`src/rtl/turbo_iter_scheduler.sv`:
```
// Half-iteration sequencer for a shared SISO engine: alternates natural/interleaved order,
// guards each half-iteration with a watchdog and records per-block decode latency.
module turbo_iter_scheduler #(
    parameter int unsigned ITER_W  = 4,
    parameter int unsigned TIMEOUT = 4096,
    parameter int unsigned LAT_W   = 24
) (
    input  logic              clk,
    input  logic              rst_n,
    input  logic              start,
    input  logic [ITER_W-1:0] n_iter,
    input  logic              abort,
    input  logic              siso_done,
    output logic              siso_start,
    output logic              siso_interleave,
    output logic [ITER_W:0]   half_iter,
    output logic              busy,
    output logic              done,
    output logic              timeout_err,
    output logic [LAT_W-1:0]  last_latency
);

    localparam logic [2:0] S_IDLE   = 3'd0;
    localparam logic [2:0] S_LAUNCH = 3'd1;
    localparam logic [2:0] S_WAIT   = 3'd2;
    localparam logic [2:0] S_FINISH = 3'd3;
    localparam logic [2:0] S_ERR    = 3'd4;

    localparam int unsigned WAIT_W = $clog2(TIMEOUT);

    logic [2:0]        state_q, state_d;
    logic [ITER_W-1:0] n_iter_q, n_iter_d;
    logic [ITER_W-1:0] n_eff;
    logic [ITER_W:0]   half_q, half_d, last_half;
    logic [WAIT_W-1:0] wait_q, wait_d;
    logic [LAT_W-1:0]  lat_cnt_q, lat_cnt_d, lat_inc;
    logic [LAT_W-1:0]  lat_q, lat_d;
    logic              terr_q, terr_d;
    logic              siso_start_q, done_q, busy_q;

    assign n_eff     = (n_iter_q == '0) ? ITER_W'(1) : n_iter_q;
    assign last_half = {n_eff, 1'b0} - (ITER_W + 1)'(1);
    // lat_cnt_q counts busy cycles up to and including the current one; saturates
    assign lat_inc   = (lat_cnt_q == '1) ? lat_cnt_q : lat_cnt_q + LAT_W'(1);

    always_comb begin
        state_d   = state_q;
        n_iter_d  = n_iter_q;
        half_d    = half_q;
        wait_d    = wait_q;
        lat_cnt_d = lat_cnt_q;
        lat_d     = lat_q;
        terr_d    = terr_q;

        if (state_q != S_IDLE) begin
            lat_cnt_d = lat_inc;
        end

        case (state_q)
            S_IDLE: begin
                if (start) begin
                    state_d   = S_LAUNCH;
                    n_iter_d  = n_iter;
                    half_d    = '0;
                    terr_d    = 1'b0;
                    lat_cnt_d = LAT_W'(1);
                end
            end
            S_LAUNCH: begin
                state_d = S_WAIT;
                wait_d  = '0;
            end
            S_WAIT: begin
                wait_d = wait_q + WAIT_W'(1);
                if (siso_done) begin
                    if (half_q == last_half) begin
                        state_d = S_FINISH;
                    end else begin
                        half_d  = half_q + (ITER_W + 1)'(1);
                        state_d = S_LAUNCH;
                    end
                end else if (wait_q == WAIT_W'(TIMEOUT - 1)) begin
                    state_d = S_ERR;
                end
            end
            S_FINISH, S_ERR: state_d = S_IDLE;
            default:         state_d = S_IDLE;
        endcase

        // Abort overrides both a same-cycle engine done and a watchdog expiry
        if (state_q != S_IDLE && abort) begin
            state_d = S_IDLE;
            half_d  = half_q;
        end

        if (state_d == S_FINISH || state_d == S_ERR) begin
            lat_d = lat_inc;
        end
        if (state_d == S_ERR) begin
            terr_d = 1'b1;
        end
    end

    always_ff @(posedge clk or negedge rst_n) begin
        if (!rst_n) begin
            state_q      <= S_IDLE;
            n_iter_q     <= '0;
            half_q       <= '0;
            wait_q       <= '0;
            lat_cnt_q    <= '0;
            lat_q        <= '0;
            terr_q       <= 1'b0;
            siso_start_q <= 1'b0;
            done_q       <= 1'b0;
            busy_q       <= 1'b0;
        end else begin
            state_q      <= state_d;
            n_iter_q     <= n_iter_d;
            half_q       <= half_d;
            wait_q       <= wait_d;
            lat_cnt_q    <= lat_cnt_d;
            lat_q        <= lat_d;
            terr_q       <= terr_d;
            siso_start_q <= (state_q == S_LAUNCH) && (state_d == S_WAIT);
            done_q       <= (state_d == S_FINISH) || (state_d == S_ERR);
            busy_q       <= (state_d != S_IDLE);
        end
    end

    assign siso_start      = siso_start_q;
    assign siso_interleave = half_q[0];
    assign half_iter       = half_q;
    assign busy            = busy_q;
    assign done            = done_q;
    assign timeout_err     = terr_q;
    assign last_latency    = lat_q;

endmodule
```
`config.mk`:
```
export PLATFORM = sky130hd
export DESIGN_NAME = turbo_iter_scheduler
export DESIGN_NICKNAME = d
export VERILOG_FILES = /design/src/rtl/turbo_iter_scheduler.sv
export SDC_FILE = /design/constraint.sdc
export NUM_CORES = 1
export LEC_CHECK = 0
export CAP_MARGIN = 5
export CORE_ASPECT_RATIO = 0.7
export CORE_MARGIN = 2
export CORE_UTILIZATION = 55
export CTS_CLUSTER_SIZE = 14
export DETAILED_ROUTE_END_ITERATION = 8
export PLACE_DENSITY = 0.81
export REMOVE_ABC_BUFFERS = 1
export SKIP_CTS_REPAIR_TIMING = 1
export SLEW_MARGIN = 15
export SYNTH_ARGS = -nofsm -noshare
export SYNTH_HDL_FRONTEND = slang
export SYNTH_SLANG_ARGS = --single-unit
```
`constraint.sdc`:
```
create_clock -name clk -period 5.45 [get_ports clk]
set_input_delay 0.8175 -clock clk [delete_from_list [all_inputs] [get_ports clk]]
set_output_delay 0.8175 -clock clk [all_outputs]
set_load 0.02 [all_outputs]
```
==> impl_metrics.toml, run 1 <==
[cells_and_area]
multi_input_area_sq_um = 1930
nNetsFinal = 445
syn2layout_area_growth_pct = 16.2
regArea_sq_um = 1900
final_common_cell = "dfrtp_1"
drive_gt1_share_pct = 9.15
final_cell_mix = "76 x dfrtp_1, 57 x nand2_1, 43 x o21ai_0, 41 x clkdlybuf4s50_1, 22 x nand3_1"
antenna_cells = 0
n_fill_cell = 529

[route]
via_count = 3070
drt_iter0_drc = 165
ant_nets = 0
drtPass1Iterations = 4
wl_microns = 8270
drc = 0
wl_per_cell_microns = 15.6
via_per_inst = 5.78

[worst_setup_path]
max_stage_delay_ps = 750
timing.rr.start = "n_iter_q[1]$_DFFE_PN0P_"
r2r_cells = 9
arrival_ps = 3350
critPathSlowestCell = "a21boi_4"
critPathCaptureType = "flip-flop"
crit_required_ps = 5690
rrSetupSlack_ps = 2340
r2r-end = "last_latency[9]$_DFFE_PN0P_"
cp_cell_sequence = "nor3_1 -> nor2_1 -> ha_1 -> xor2_1 -> o2111ai_1 -> nor4_1 -> nand2_1 -> a21boi_4 -> mux2_2"
cp-start-kind = "flip-flop"
cp_max_fo = 25
critPathKind = "reg -> reg"

[synth]
ys.flop_type = "dfrtp_1"
syn_inst = 397
synth_area_per_cell_sq_um = 9.97
ys_warn_count = 0
ys_types = 53
ys_ff_latch = 76
syn_area_sq_um = 3960
async_flop_share_pct = 100
seq_area_frac_synth_pct = 48.1
synth_edf_count = 0

[sta]
fmax_mhz = 322
finalHoldViolCount = 0
min_period_over_period_pct = 57.0
finalSetupViolCount = 0
slew_viol_final = 0
rsz0062_at_grt = "false"
finClkSkew_ps = 7.21
slew-limit-headroom_pct = 38.1
fin_crit_ps = 3110
worstMarginPinSlew_ps = 929
setup_tns_ps = 0

[floorplan]
num_rows = 25
die_h_microns = 75.0
die_area_sq_um = 7900
initial_core_util_pct = 57.8
core_sq_um = 6850
fp.dieW_microns = 105
boundaryPins = 43

[pwr]
p_per_area_nw_per_um2 = 261
finalPower_mw = 1.20
p_leak_nw = 2.04
ir_worst_vdd_mv = 0.144

[worst_hold_path]
holdCritPathClass = "reg -> reg"
min_from = "wait_q[10]$_DFFE_PN0P_"
whs_path_depth = 1
holdPathEnd = "wait_q[10]$_DFFE_PN0P_"

[outcome]
outcome = "finished, final reports clean"

[clocking]
cts_tree = "built"
path_clk_slew_ps = 80
h-tree-depth = 3
clk_latency_ps = 360
clock-sinks = 76
root_buffer = "clkbuf_8"
clock_path_buffers = 2
numCtsBuffers = 9

[global_route]
antenna_found_initial = 0
grt_usage_pct = 22.9
gr-total-overflow = 0
grt_max_degree = 77
grt_pass1_vias = 2897
grt_pass1_wl_microns = 14000

[placed_design]
post-dp-hpwl_microns = 5660
port_buffers = 42
routabilityCongestion = 0.872

[run]
maxCapViolations = 0
## power by group
| part | switching [mW] | internal [mW] |
|---|---|---|
| Sequential | 0.0295 | 0.585 |
| Clock | 0.210 | 0.211 |
| Combinational | 0.0994 | 0.0658 |
## worst max-delay path by stage
stage / slack [ps] / end / cells past startpoint / start
5_1_grt: 2190 / last_latency[9]$_DFFE_PN0P_ / 9 / n_iter_q[3]$_DFFE_PN0P_
3_3_place_gp: 2470 / last_latency[4]$_DFFE_PN0P_ / 9 / n_iter_q[1]$_DFFE_PN0P_
4_1_cts: 2350 / last_latency[9]$_DFFE_PN0P_ / 9 / n_iter_q[1]$_DFFE_PN0P_
3_5_place_dp: 2370 / last_latency[9]$_DFFE_PN0P_ / 9 / n_iter_q[3]$_DFFE_PN0P_
6_report: 2340 / last_latency[9]$_DFFE_PN0P_ / 9 / n_iter_q[1]$_DFFE_PN0P_
2_1_floorplan: 1930 / half_iter[0]$_DFFE_PN0P_ / 5 / state_q[0]$_DFF_PN0_
## state kept, by name (all words and copies together), names as in the netlist, 3 cells and up
| name | cells |
|---|---|
| half_iter | 5 |
| last_latency | 24 |
| lat_cnt_q | 24 |
| n_iter_q | 4 |
| state_q | 3 |
| wait_q | 12 |
## area by class of cell
cell class,instances,share of cell area (%)
multi-input cells,295,42.1
flip-flops and latches,76,41.4
repair buffers,43,9.25
clock buffers,10,2.78
well taps,94,2.56
clock inverters,6,1.42
inverters,7,0.572
## synthesized netlist by cell type (2+ instances only)
library cell / n / share of area (%)
and4_1: 4 / 0.89
mux2_1: 15 / 4.3
a31oi_1: 7 / 1.1
and2_1: 5 / 0.79
mux2_2: 9 / 2.6
clkbuf_1: 8 / 0.76
nand2b_1: 4 / 0.63
dfrtp_1: 76 / 48
and3_1: 10 / 1.6
o21ai_0: 43 / 5.4
nor3_2: 3 / 0.76
inv_1: 7 / 0.66
xor2_1: 9 / 2.0
or3_1: 4 / 0.63
a22o_1: 3 / 0.66
buf_2: 7 / 0.89
nor4_1: 2 / 0.32
buf_6: 2 / 0.57
ha_1: 4 / 1.3
a21oi_1: 11 / 1.4
mux2i_1: 3 / 0.76
o31ai_1: 13 / 2.5
nor2_1: 16 / 1.5
nand3b_1: 2 / 0.38
nand2_1: 57 / 5.4
a211oi_1: 2 / 0.38
nand4_1: 6 / 0.95
nand3_1: 22 / 2.8
xnor2_1: 15 / 3.3
nor3_1: 5 / 0.63
## through the flow
stage	std cells	cell area, sq um	utilization (%)	setup WS, ps	hold slack [ps]
finish	531	4600	67.1	2340	482
global route	531	4600	67.1	2190	505
CTS	531	4600	67.1	2350	482
detailed placement	515	4400	64.3	2370	472
global placement	515	4400	64.3	2470	461
floorplan	378	3860	-	1930	438
## cells by family after synthesis
group	count (synthesis)	synth area share [%]
AO/OA/AOI/OAI	92	15.0
XOR/XNOR	25	5.88
adder cells (fa/ha/maj)	4	1.27
buffers and inverters	26	3.19
flip-flops	76	48.1
multiplexers	27	7.59
AND/OR/NAND/NOR	147	19.0
## per-layer routing
metal / GRT usage, % / up-vias / wire length, microns
met3: 5.97 / 6 / 373
met2: 34.2 / 73 / 3630
met4: 7.70 / 0 / 81
met1: 32.9 / 1493 / 4190
li1: - / 1498 / -
met5: 0 / - / 0
## worst max-delay path, delay by kind of cell, from the launching register on
family | cells | cell delay (ps)
mux | 1 | 420
fa+ha+maj | 1 | 300
compound gates | 2 | 920
simple gates | 4 | 800
xor+xnor | 1 | 140
flops | 1 | 410
Note: power is estimated with default switching activity, not from simulation.
==> run 2: changes to the inputs <==
clock period = 3.1 ns   (was 5.45 ns; I/O delays follow)
==> run 2 against run 1 <==
Non-clock buffer count up 3; final cell count up 0.56%; critical endpoint is now last_latency[3]$_DFFE_PN0P_; setup slack worse by 1900 ps; highest routed layer unchanged; critical path depth up 1; register-to-register slack worse by 1900 ps; sequential share of layout area down 0.58 points; combinational power up 78%; die area unchanged; first-iteration DRC count up 19%.
==> impl_metrics.toml, run 2 (synthesis results as in run 1) <==
[worst_hold_path]
holdCritPathClass = "in -> async"

[worst_setup_path]
cp_max_fo = 25
r2r-end = "last_latency[3]$_DFFE_PN0P_"
critPathCaptureType = "flip-flop"
critPathSlowestCell = "dfrtp_1"
timing.rr.start = "n_iter_q[1]$_DFFE_PN0P_"
rrSetupSlack_ps = 400
cp-start-kind = "flip-flop"
r2r_cells = 10
crit_required_ps = 3340
cp_cell_sequence = "nor3_1 -> nor2_1 -> ha_1 -> xor2_1 -> o2111ai_1 -> nor4_1 -> nand2_1 -> a21boi_4 -> buf_12 -> mux2_2"
max_stage_delay_ps = 420
arrival_ps = 2940
critPathKind = "reg -> reg"

[clocking]
path_clk_slew_ps = 90
cts_tree = "built"
root_buffer = "clkbuf_8"
clock_path_buffers = 2
clk_latency_ps = 360
clock-sinks = 76
numCtsBuffers = 9
h-tree-depth = 3

[sta]
slew-limit-headroom_pct = 37.6
finalHoldViolCount = 0
hold_ws_ps = 228
setup_tns_ps = 0
fin_crit_ps = 2700
finClkSkew_ps = 12.8
final.setup.worst_slack_ps = 403
worstMarginPinSlew_ps = 936
rsz0062_at_grt = "false"
slew_viol_final = 0
fmax_mhz = 371
finalSetupViolCount = 0
min_period_over_period_pct = 87.0

[cells_and_area]
drive_gt1_share_pct = 10.0
final_common_cell = "dfrtp_1"
final_cell_mix = "76 x dfrtp_1, 57 x nand2_1, 43 x o21ai_0, 41 x clkdlybuf4s50_1, 22 x nand3_1"
syn2layout_area_growth_pct = 17.8
n_fill_cell = 516
fin_area_sq_um = 4660
final_cells = 534
antenna_cells = 0
nNetsFinal = 448
final_util_pct = 68.1

[pwr]
ir_worst_vdd_mv = 0.230
switchingPower_mw = 0.619
clkPwrFrac_pct = 38.2
finalPower_mw = 2.22
swShare_pct = 27.9
pwr-share-comb_pct = 13.2
p_leak_nw = 2.07
p_per_area_nw_per_um2 = 476
p_seq_share_pct = 48.7
internal_power_mw = 1.60

[floorplan]
die_area_sq_um = 7900
fp.dieW_microns = 105
num_rows = 25
boundaryPins = 43
core_sq_um = 6850
die_h_microns = 75.0
initial_core_util_pct = 57.8

[route]
ant_nets = 0
drt_iter0_drc = 196
drc = 0
via_count = 3158
via_per_inst = 5.91
wl_per_cell_microns = 15.9
wl_microns = 8490
drtPass1Iterations = 5

[outcome]
outcome = "finished, final reports clean"

[placed_design]
port_buffers = 42
placed_cell_area_sq_um = 4440
post-dp-hpwl_microns = 5640
dp_cells = 518
routabilityCongestion = 0.828
dp_slack_ps = 426

[global_route]
grt_max_degree = 77
grt_pass1_wl_microns = 13800
antenna_found_initial = 0
grt_pass1_vias = 2872
gr-total-overflow = 0
grt_usage_pct = 22.5

[run]
maxCapViolations = 0
==> run 2: worst max path at each step <==
stage,start,endpoint,slack [ps],cells past startpoint
floorplan,state_q[0]$_DFF_PN0_,half_iter[0]$_DFFE_PN0P_,-420,5
global placement,n_iter_q[3]$_DFFE_PN0P_,last_latency[4]$_DFFE_PN0P_,540,10
detailed placement,n_iter_q[1]$_DFFE_PN0P_,last_latency[3]$_DFFE_PN0P_,430,10
CTS,n_iter_q[1]$_DFFE_PN0P_,last_latency[3]$_DFFE_PN0P_,410,10
global route,n_iter_q[3]$_DFFE_PN0P_,last_latency[8]$_DFFE_PN0P_,230,10
finish,n_iter_q[1]$_DFFE_PN0P_,last_latency[3]$_DFFE_PN0P_,400,10
==> run 2: routing by layer <==
metal  vias to the layer above  track usage [%]  wire length [microns]
li1                       1514                -                      -
met1                      1525             32.4                   4170
met2                       110             34.2                   3780
met3                         9             4.85                    442
met4                         0             7.85                     95
met5                         -                0                      0
==> run 2: area by class of cell <==
type	count	area, sq um	share of cell area (%)
Multi-Input combinational cell	295	1930	41.5
Sequential cell	76	1900	40.8
Timing Repair Buffer	46	460	9.88
Clock buffer	9	124	2.66
Tap cell	94	118	2.52
Clock inverter	7	98.8	2.12
Inverter	7	26.3	0.564
==> run 2: power groups by stage <==
| stage | logic, mW | clock network (mW) | registers, mW |
|---|---|---|---|
| after floorplan | 0.189 | 0 | 1.09 |
| after global placement | 0.279 | 0 | 1.09 |
| after detailed placement | 0.291 | 0 | 1.10 |
| after CTS | 0.293 | 0.864 | 1.08 |
| after global routing | 0.324 | 0.897 | 1.09 |
| final | 0.293 | 0.848 | 1.08 |
==> run 2: worst max-delay path, delay by kind of cell, from the launching register on <==
family	cells	cell delay [ps]
XOR/XNOR	1	130
AND/OR/NAND/NOR	4	820
AO/OA/AOI/OAI	2	340
buffers and inverters	1	210
flip-flops	1	420
multiplexers	1	360
adder cells (fa/ha/maj)	1	310
==> run 3: changes to the inputs <==
ABC_AREA = 1   (was unset)
CELL_PAD_IN_SITES_DETAIL_PLACEMENT = 0   (was unset)
CELL_PAD_IN_SITES_GLOBAL_PLACEMENT = 2   (was unset)
CORE_UTILIZATION = 33   (was 55)
PLACE_DENSITY = 0.82   (was 0.81)
==> run 3 against run 2 <==
Design area up 6.4%; final cell count up 37%; first-iteration DRC count up 57%; sequential share of layout area down 2.4 points; die area up 67%; clock power up 46%; critical path type unchanged; largest cell class is now flip-flops and latches.
==> impl_metrics.toml, run 3 <==
[placed_design]
routabilityCongestion = 0.844
post-dp-hpwl_microns = 7330
dp_cells = 715
port_buffers = 42

[pwr]
switchingPower_mw = 1.27
p_seq_share_pct = 35.0
p_per_area_nw_per_um2 = 720
pwr-share-comb_pct = 30.4
clkPwrFrac_pct = 34.6
ir_worst_vdd_mv = 0.396
internal_power_mw = 2.30
swShare_pct = 35.5
p_leak_nw = 2.34
finalPower_mw = 3.57

[clocking]
clock_path_buffers = 2
h-tree-depth = 3
cts_tree = "built"
clk_latency_ps = 340
numCtsBuffers = 9
path_clk_slew_ps = 60
clock-sinks = 76
root_buffer = "clkbuf_16"

[synth]
seq_area_frac_synth_pct = 46.9
synth_area_leaders = "dfrtp_1 47%, nand2_1 15%, nand3_1 7.5%"
synth_top_cell_area_share_pct = 46.9
synth_edf_count = 0
ys_types = 36
syn_inst = 527
synth_top_area_cell = "dfrtp_1"
ys.flop_type = "dfrtp_1"
syn_area_sq_um = 4050
async_flop_share_pct = 100
synth.most_common_cell = "nand2_1"
ys_ff_latch = 76
synth_commonest_cells = "164 x nand2_1, 76 x dfrtp_1, 61 x nand3_1, 58 x inv_1, 38 x o21ai_0"
ys_warn_count = 0
synth_area_per_cell_sq_um = 7.69

[worst_setup_path]
timing.rr.start = "n_iter_q[2]$_DFFE_PN0P_"
rrSetupSlack_ps = 440
critPathCaptureType = "flip-flop"
r2r-end = "last_latency[19]$_DFFE_PN0P_"
crit_buf_inv = 1
crit_required_ps = 3380
cp_max_fo = 26
critPathTopFamily = "simple AND/OR/NAND/NOR gates"
cp_cell_sequence = "nor2_1 -> nand2_1 -> nand2_1 -> inv_1 -> ha_1 -> nor2_1 -> nor2_1 -> nand3_1 -> nor2_1 -> nand3_1 -> nand2_1 -> nand2_1 -> nand2_2 -> nand3_4 -> nand2_4 -> nand2_1 -> nand2_1"
critPathKind = "reg -> reg"
crit_top_cell = "nand2_1"
r2r_cells = 17
arrival_ps = 2930
max_stage_delay_ps = 420
cp-start-kind = "flip-flop"
critPathSlowestCell = "nand2_4"

[floorplan]
fp.dieW_microns = 136
core_sq_um = 11900
boundaryPins = 43
die_h_microns = 96.7
num_rows = 33
die_area_sq_um = 13200
initial_core_util_pct = 34.2

[sta]
fmax_mhz = 376
min_period_over_period_pct = 85.7
fin_crit_ps = 2660
finalHoldViolCount = 0
setup_tns_ps = 0
slew-limit-headroom_pct = 35.0
slew_viol_final = 0
finalSetupViolCount = 0
rsz0062_at_grt = "false"
hold_ws_ps = 282
finClkSkew_ps = 9.28
worstMarginPinSlew_ps = 975

[route]
wl_per_cell_microns = 14.2
ant_nets = 0
drc = 0
wl_microns = 10300
via_per_inst = 4.82
drt_iter0_drc = 308
via_count = 3520
drtPass1Iterations = 5

[global_route]
grt_pass1_wl_microns = 17300
grt_pass1_vias = 3268
gr-total-overflow = 0
use_met2_pct = 22.4
grt.met1_usage_pct = 27.1
grt-busiest-layer = "met1"
grt_max_degree = 77
grt_util_met3_pct = 3.93
antenna_found_initial = 0
grt_usage_pct = 16.9

[cells_and_area]
syn2layout_area_growth_pct = 22.3
final_cells = 731
antenna_cells = 0
final_util_pct = 41.8
final_cell_mix = "164 x nand2_1, 76 x dfrtp_1, 61 x nand3_1, 58 x inv_1, 41 x clkdlybuf4s50_1"
nNetsFinal = 582
final_common_cell = "nand2_1"
drive_gt1_share_pct = 8.19
n_fill_cell = 1199

[worst_hold_path]
holdCritPathClass = "in -> async"

[run]
maxCapViolations = 0

[outcome]
outcome = "finished, final reports clean"
[run 3: metrics by stage]
| stage | instance area, sq um | setup slack, ps |
|---|---|---|
| 6_report | 4960 | 442 |
| 2_1_floorplan | 3970 | 938 |
| 5_1_grt | 4960 | 70.1 |
| 3_3_place_gp | 4610 | 540 |
| 4_1_cts | 4960 | 404 |
| 3_5_place_dp | 4610 | 430 |
[run 3: final cells by class]
cell class	count	area [sq um]	share of cell area [%]
Sequential cell	76	1900	38.4
Multi-Input combinational cell	375	1840	37.0
Timing Repair Buffer	45	440	8.88
Clock buffer	12	256	5.17
Inverter	62	233	4.69
Tap cell	157	196	3.96
Clock inverter	4	95.1	1.92
[run 3: routing by layer]
metal  vias up  routed length, microns
met1      1650                    5710
met5         -                       0
met3        12                     455
li1       1788                       -
met4         0                     119
met2        70                    4060
[run 3: power by group through the flow]
stage                     sequential, mW  clock (mW)  combinational [mW]
final                               1.25        1.24                1.09
after global routing                1.27        1.31                1.24
after CTS                           1.25        1.26                1.11
after detailed placement            1.26           0                1.10
after global placement              1.26           0                1.10
after floorplan                     1.33           0               0.605
[run 3: cells by family (layout without fill, tap and decap cells)]
| kind of cell | Yosys count | after routing | share of synthesized area (%) |
|---|---|---|---|
| buf+inv | 76 | 123 | 7.81 |
| simple gates | 305 | 305 | 34.6 |
| fa+ha+maj | 4 | 4 | 1.23 |
| xor+xnor | 8 | 8 | 1.73 |
| compound gates | 57 | 57 | 7.44 |
| mux | 1 | 1 | 0.247 |
| flops | 76 | 76 | 46.9 |
[run 3: how the worst max path moves through the flow]
stage / startpoint / to / slack (ps) / cells after the start
finish: n_iter_q[2]$_DFFE_PN0P_ / last_latency[19]$_DFFE_PN0P_ / 440 / 17
global route: n_iter_q[2]$_DFFE_PN0P_ / last_latency[2]$_DFFE_PN0P_ / 70 / 17
CTS: n_iter_q[2]$_DFFE_PN0P_ / last_latency[19]$_DFFE_PN0P_ / 400 / 17
detailed placement: n_iter_q[2]$_DFFE_PN0P_ / last_latency[19]$_DFFE_PN0P_ / 430 / 17
global placement: n_iter_q[2]$_DFFE_PN0P_ / last_latency[18]$_DFFE_PN0P_ / 540 / 17
floorplan: n_iter_q[2]$_DFFE_PN0P_ / last_latency[0]$_DFFE_PN0P_ / 940 / 17
